[config.mk]
export PLATFORM = sky130hd
export DESIGN_NAME = gol_frame_reader_flat
export DESIGN_NICKNAME = d
export VERILOG_FILES = /design/src/rtl/gol_pkg.sv /design/src/rtl/gol_frame_reader_if.sv /design/src/rtl/gol_popcount.sv /design/src/rtl/gol_frame_reader.sv /design/src/flat_wrapper.sv
export SDC_FILE = /design/constraint.sdc
export NUM_CORES = 1
export LEC_CHECK = 0
export ABC_CLOCK_PERIOD_IN_PS = 2900
export CAP_MARGIN = 25
export CORE_MARGIN = 10
export CORE_UTILIZATION = 46
export DETAILED_ROUTE_END_ITERATION = 8
export DONT_BUFFER_PORTS = 1
export PLACE_DENSITY = 0.61
export SLEW_MARGIN = 20
export SYNTH_ARGS = -nofsm -noshare
export SYNTH_HDL_FRONTEND = slang
export SYNTH_SLANG_ARGS = --single-unit
export TNS_END_PERCENT = 5
[constraint.sdc]
create_clock -name clk -period 2.9 [get_ports clk]
set_input_delay 0.87 -clock clk [delete_from_list [all_inputs] [get_ports clk]]
set_output_delay 0.87 -clock clk [all_outputs]
set_load 0.03 [all_outputs]
[src/rtl/gol_pkg.sv]
// Shared types and constants for the Game-of-Life frame reader.
package gol_pkg;

    typedef enum logic {
        IDLE   = 1'b0,
        STREAM = 1'b1
    } state_e;

    localparam int unsigned GEN_CNT_W = 16;

endpackage

[src/rtl/gol_frame_reader_if.sv]
// Row stream from the frame reader to its consumer (valid/ready handshake).
interface gol_frame_reader_if #(
    parameter int unsigned WIDTH  = 8,
    parameter int unsigned HEIGHT = 8
);

    logic [WIDTH-1:0]           row_data;
    logic [$clog2(HEIGHT)-1:0]  row_idx;
    logic                       row_valid;
    logic                       row_ready;
    logic                       frame_last;

    modport master (
        output row_data,
        output row_idx,
        output row_valid,
        output frame_last,
        input  row_ready
    );

    modport slave (
        input  row_data,
        input  row_idx,
        input  row_valid,
        input  frame_last,
        output row_ready
    );

endinterface

[src/rtl/gol_popcount.sv]
// Combinational population count of an N-bit vector.
module gol_popcount #(
    parameter int unsigned N = 64
) (
    input  logic [N-1:0]             in_bits,
    output logic [$clog2(N+1)-1:0]   count
);

    localparam int unsigned CW = $clog2(N + 1);

    always_comb begin
        count = '0;
        for (int unsigned i = 0; i < N; i++) begin
            count = count + CW'(in_bits[i]);
        end
    end

endmodule

[src/rtl/gol_frame_reader.sv]
// Snapshots the cell array on gen_tick and streams it out row by row.
// Optional population output is enabled by defining GOL_POPCOUNT_EN.
module gol_frame_reader
    import gol_pkg::*;
#(
    parameter int unsigned WIDTH  = 8,
    parameter int unsigned HEIGHT = 8
) (
    input  logic                         clk,
    input  logic                         reset,
    input  logic                         gen_tick,
    input  logic [WIDTH*HEIGHT-1:0]      cells,
    gol_frame_reader_if.master           row_if,
    output logic                         busy,
    output logic                         overrun,
    output logic [GEN_CNT_W-1:0]         gen_count
`ifdef GOL_POPCOUNT_EN
    ,
    output logic [$clog2(WIDTH*HEIGHT+1)-1:0] population
`endif
);

    localparam int unsigned PTR_W = $clog2(HEIGHT);
    localparam logic [PTR_W-1:0] LAST_ROW = PTR_W'(HEIGHT - 1);

    state_e                           state_q, state_d;
    logic [PTR_W-1:0]                 ptr_q, ptr_d;
    logic [HEIGHT-1:0][WIDTH-1:0]     snap_q, snap_d;
    logic [GEN_CNT_W-1:0]             gen_count_q, gen_count_d;
    logic                             overrun_q, overrun_d;

    logic xfer, last_xfer, accept, drop;

    // A tick is only taken when the reader is free, or frees up on this very edge.
    always_comb begin
        xfer      = (state_q == STREAM) && row_if.row_ready;
        last_xfer = xfer && (ptr_q == LAST_ROW);
        accept    = gen_tick && ((state_q == IDLE) || last_xfer);
        drop      = gen_tick && (state_q == STREAM) && !last_xfer;
    end

    // State register
    always_ff @(posedge clk) begin
        if (reset) begin
            state_q <= IDLE;
        end else begin
            state_q <= state_d;
        end
    end

    // Next-state logic
    always_comb begin
        state_d = state_q;
        case (state_q)
            IDLE:    if (accept) state_d = STREAM;
            STREAM:  if (last_xfer && !accept) state_d = IDLE;
            default: state_d = IDLE;
        endcase
    end

    // Output logic
    always_comb begin
        row_if.row_valid  = (state_q == STREAM);
        row_if.frame_last = (state_q == STREAM) && (ptr_q == LAST_ROW);
        row_if.row_idx    = ptr_q;
        row_if.row_data   = snap_q[ptr_q];
        busy              = (state_q == STREAM);
        overrun           = overrun_q;
        gen_count         = gen_count_q;
    end

    // Datapath next values
    always_comb begin
        ptr_d       = ptr_q;
        snap_d      = snap_q;
        gen_count_d = gen_count_q;
        overrun_d   = overrun_q | drop;
        if (accept) begin
            ptr_d       = '0;
            snap_d      = cells;
            gen_count_d = gen_count_q + GEN_CNT_W'(1);
        end else if (xfer) begin
            ptr_d = last_xfer ? '0 : ptr_q + PTR_W'(1);
        end
    end

    always_ff @(posedge clk) begin
        if (reset) begin
            ptr_q       <= '0;
            snap_q      <= '0;
            gen_count_q <= '0;
            overrun_q   <= 1'b0;
        end else begin
            ptr_q       <= ptr_d;
            snap_q      <= snap_d;
            gen_count_q <= gen_count_d;
            overrun_q   <= overrun_d;
        end
    end

`ifdef GOL_POPCOUNT_EN
    gol_popcount #(
        .N (WIDTH * HEIGHT)
    ) u_popcount (
        .in_bits (snap_q),
        .count   (population)
    );
`endif

endmodule

[src/flat_wrapper.sv]
// flat-port wrapper written by rule: the top's interface ports become plain ports
module gol_frame_reader_flat import gol_pkg::*;
#(
    parameter int unsigned WIDTH  = 8,
    parameter int unsigned HEIGHT = 8
)
  (clk, reset, gen_tick, cells, busy, overrun, gen_count, row_if_row_data, row_if_row_idx, row_if_row_valid, row_if_frame_last, row_if_row_ready);
  gol_frame_reader_if #(.WIDTH(WIDTH), .HEIGHT(HEIGHT)) row_if_i ();
  input  logic clk;
  input  logic reset;
  input  logic gen_tick;
  input  logic [WIDTH*HEIGHT-1:0] cells;
  output logic busy;
  output logic overrun;
  output logic [GEN_CNT_W-1:0] gen_count;
  output wire logic [$bits(row_if_i.row_data)-1:0] row_if_row_data;
  output wire logic [$bits(row_if_i.row_idx)-1:0] row_if_row_idx;
  output wire logic [$bits(row_if_i.row_valid)-1:0] row_if_row_valid;
  output wire logic [$bits(row_if_i.frame_last)-1:0] row_if_frame_last;
  input wire logic [$bits(row_if_i.row_ready)-1:0] row_if_row_ready;
  assign row_if_row_data = row_if_i.row_data;
  assign row_if_row_idx = row_if_i.row_idx;
  assign row_if_row_valid = row_if_i.row_valid;
  assign row_if_frame_last = row_if_i.frame_last;
  assign row_if_i.row_ready = row_if_row_ready;
  gol_frame_reader #(.WIDTH(WIDTH), .HEIGHT(HEIGHT)) u_core (.clk(clk), .reset(reset), .gen_tick(gen_tick), .cells(cells), .row_if(row_if_i), .busy(busy), .overrun(overrun), .gen_count(gen_count));
endmodule
==> qor.csv <==
stage;metric;value;unit
logic_synthesis;post-synthesis adder-cell area fraction;0.0104;
setup_path;CP max FO;9;
pwr;switch share;0.248;
pwr;Seq pwr share;0.526;
logic_synthesis;post-synthesis sequential area ratio;0.470;
sta;max-slew violations;0;
final_layout;Fillers;770;
setup_path;worst-path cell chain;buf_4 -> mux4_2 -> mux2_2;
sta;worst setup margin;0.149;ns
setup_path;CP Class;register to output port;
drt;vias;2817;
sta;RSZ-0062 raised after global routing;no;
sta;Final Hold Viols;0;
drt;via/cell ratio;5.50;
placement;Port Buf Inserts;0;
clocking;number of setup buffers added after CTS;0;
logic_synthesis;Async SR Flop Fraction;0;
logic_synthesis;mapped cell area;3620;µm²
clocking;post-CTS sizing;0;
sta;Slew @ Worst Pin;0.680;ns
setup_path;Startpoint Class;register;
drt;Iter 0 DRT Violations;145;
setup_path;cell family with most CP delay;multiplexers;
floorplan;# rows;32;
sta;final worst path period share;0.948;
grt;largest net degree at the start of global routing;87;
drt;DRC Markers;0;
grt;vias in the first global route;2818;
clocking;Root Driver;clkbuf_8;
grt;antenna violations before repair;0;
grt;all-layer global routing usage;0.159;
setup_path;CP bufs+invs;1;
sta;skew final;0.00656;ns
logic_synthesis;YS warnings;0;
sta;relative slew slack;0.546;
setup_path;Critical Path Sink Type;output port;
setup_path;WP data arrival;1.88;ns
drt;wire length per cell;18.2;µm
floorplan;initial core utilization;0.471;
logic_synthesis;XOR/XNOR share of the synthesized area;0.0242;
logic_synthesis;Yosys reg bits;85;
placement;HPWL Detailed;6950;µm
pwr;P_int;1.82;mW
placement;pre-CTS setup slack;0.501;ns
sta;TNS Setup;0;ns
drt;total iterations of the first detailed-routing run;4;
clocking;cts hold-fix bufs;0;
run_status;status;completed;
setup_path;CP max stage delay;0.58;ns
sta;final setup vio count;0;
pwr;leakage power;1.43;nW
floorplan;Die Y;109;µm
clocking;CTS tree;built;
pwr;P_sw;0.600;mW
logic_synthesis;mux share of post-synthesis cell area;0.130;
floorplan;die area;11800;µm²
logic_synthesis;Post-Syn Nets;486;
final_layout;layout cells sized above 1;0.141;
grt;first-pass GRT wire length;14700;µm
logic_synthesis;synth unique cells;32;
grt;GR Overflow Total;0;
clocking;clk slew on worst S/H paths;0.08;ns
sta;Tmin final;2.75;ns
pwr;Clock power frac;0.397;
pwr;P per Cell Area;612;nW/µm²
placement;GPL Wtd Cong;0.794;
min_path;Hold Path Class;register to register;
clocking;htree depth;3;
pwr;worst vdd ir;0.326;mV
sta;Max Fclk;364;MHz
logic_synthesis;Simple-Gate Fraction of Synth Area;0.218;
clocking;clk_lat worst skew;0.35;ns
logic_synthesis;main combinational cell family by area after synthesis;simple AND/OR/NAND/NOR gates;
logic_synthesis;post-synthesis compound-gate area fraction;0.110;
pwr;combinational share of power;0.077;
drt;Routed WL;9330;µm
logic_synthesis;number of flops mapped to enable cells by yosys;0;
floorplan;Core Region;7690;µm²
clocking;CTS Buf Count;9;
logic_synthesis;Most used DFF post-synth;dfxtp_1;
final_layout;Layout area overhead;9.02;%
drt;post-route ant nets;0;
setup_path;critical path's slowest cell;dfxtp_1;
final_layout;ant diodes;0;
clocking;Longest Clk Path Bufs;2;
pwr;Pwr Total;2.42;mW
flow_run;max_cap viols;0;
logic_synthesis;Mapped Cells;415;
setup_path;WP data required;2.03;ns
clocking;clk sinks;85;
final_layout;final net count;476;
floorplan;DIE WIDTH;109;µm
floorplan;IO Count;99;
logic_synthesis;Post-Syn Area per Cell;8.73;µm²
[kinds of logic after synthesis]
group,count (synthesis)
compound gates,78
xor+xnor,10
fa+ha+maj,3
buf+inv,31
flops,85
mux,26
simple gates,182
[sequential cells by signal, indices dropped and copies added (netlist names)]
register,cells
u_core.gen_count,16
u_core.overrun,1
u_core.snap_q,64
u_core.busy,1
u_core.row_if.row_idx,3
[power by group through the flow]
stage                     sequential (mW)  clock, mW  combinational, mW
final                                1.27      0.959              0.187
after global routing                 1.28       1.03              0.213
after floorplan                      1.28          0              0.175
after detailed placement             1.30          0              0.189
after CTS                            1.27      0.977              0.190
after global placement               1.30          0              0.184
[path summary, 6_finish.rpt]
| kind | startpoint | to | slack (ns) | cells past startpoint |
|---|---|---|---|---|
| setup reg to reg | u_core.row_if.row_idx[1] | u_core.gen_count[15] | 0.54 | 7 |
| setup / recovery | u_core.row_if.row_idx[1] | row_if_row_data[6] | 0.15 | 3 |
| hold / removal | u_core.snap_q[55] | u_core.snap_q[55] | 0.45 | 2 |
| hold reg to reg | u_core.snap_q[55] | u_core.snap_q[55] | 0.45 | 2 |
[cell usage in the layout (no fill, tap or decap), types with 3 or more instances in the layout]
| master | n |
|---|---|
| dfxtp_1 | 84 |
| or3_1 | 4 |
| xor2_1 | 5 |
| a21oi_1 | 72 |
| nor3_1 | 5 |
| buf_4 | 8 |
| and2_1 | 4 |
| ha_1 | 3 |
| nand2_1 | 134 |
| nand4_1 | 7 |
| clkbuf_8 | 10 |
| nor2_1 | 14 |
| o21ai_0 | 4 |
| mux4_2 | 16 |
| mux2_2 | 9 |
| xnor2_1 | 5 |
[per-layer routing]
metal / routed length [µm] / track usage / part of all wire
met5: 0 / 0 / 0
met4: 99 / 0.0480 / 0.011
met3: 924 / 0.0655 / 0.099
met2: 4380 / 0.258 / 0.47
met1: 3930 / 0.190 / 0.42
[per-stage QoR]
step | instances | hold slack, ns | util | area, µm²
2_1_floorplan | 415 | 0.433 | - | 3620
3_3_place_gp | 496 | 0.437 | 0.483 | 3720
3_5_place_dp | 496 | 0.441 | 0.483 | 3720
4_1_cts | 512 | 0.453 | 0.514 | 3950
5_1_grt | 512 | 0.475 | 0.514 | 3950
6_report | 512 | 0.452 | 0.514 | 3950
[worst min-delay path: cells and delay by family (launching register included)]
kind | cells | cell delay (ns)
flops | 1 | 0.31
simple gates | 1 | 0.05
compound gates | 1 | 0.05
[Yosys cell counts, types with 2 or more instances]
library cell    n  share of area
nand2_1       135           0.14
dfxtp_1        85           0.47
a21oi_1        72           0.10
mux4_2         16           0.10
clkbuf_1       15          0.016
nor2_1         14          0.015
mux2_2          9          0.028
buf_1           7         0.0073
buf_2           7         0.0097
nand4_1         7          0.012
nor3_1          5         0.0069
xnor2_1         5          0.012
xor2_1          5          0.012
and2_1          4         0.0069
o21ai_0         4         0.0055
or3_1           4         0.0069
ha_1            3          0.010
and3_1          2         0.0035
nand3_1         2         0.0028
nor4_1          2         0.0035
[layout make-up]
cell class	count	area, µm²	share of cell area
Clock buffer	10	138	0.0349
Clock inverter	6	93.8	0.0238
Multi-Input combinational cell	299	1790	0.452
Sequential cell	85	1700	0.431
Tap cell	102	128	0.0323
Timing Repair Buffer	10	100	0.0254
(Power assumes the default switching activity.)
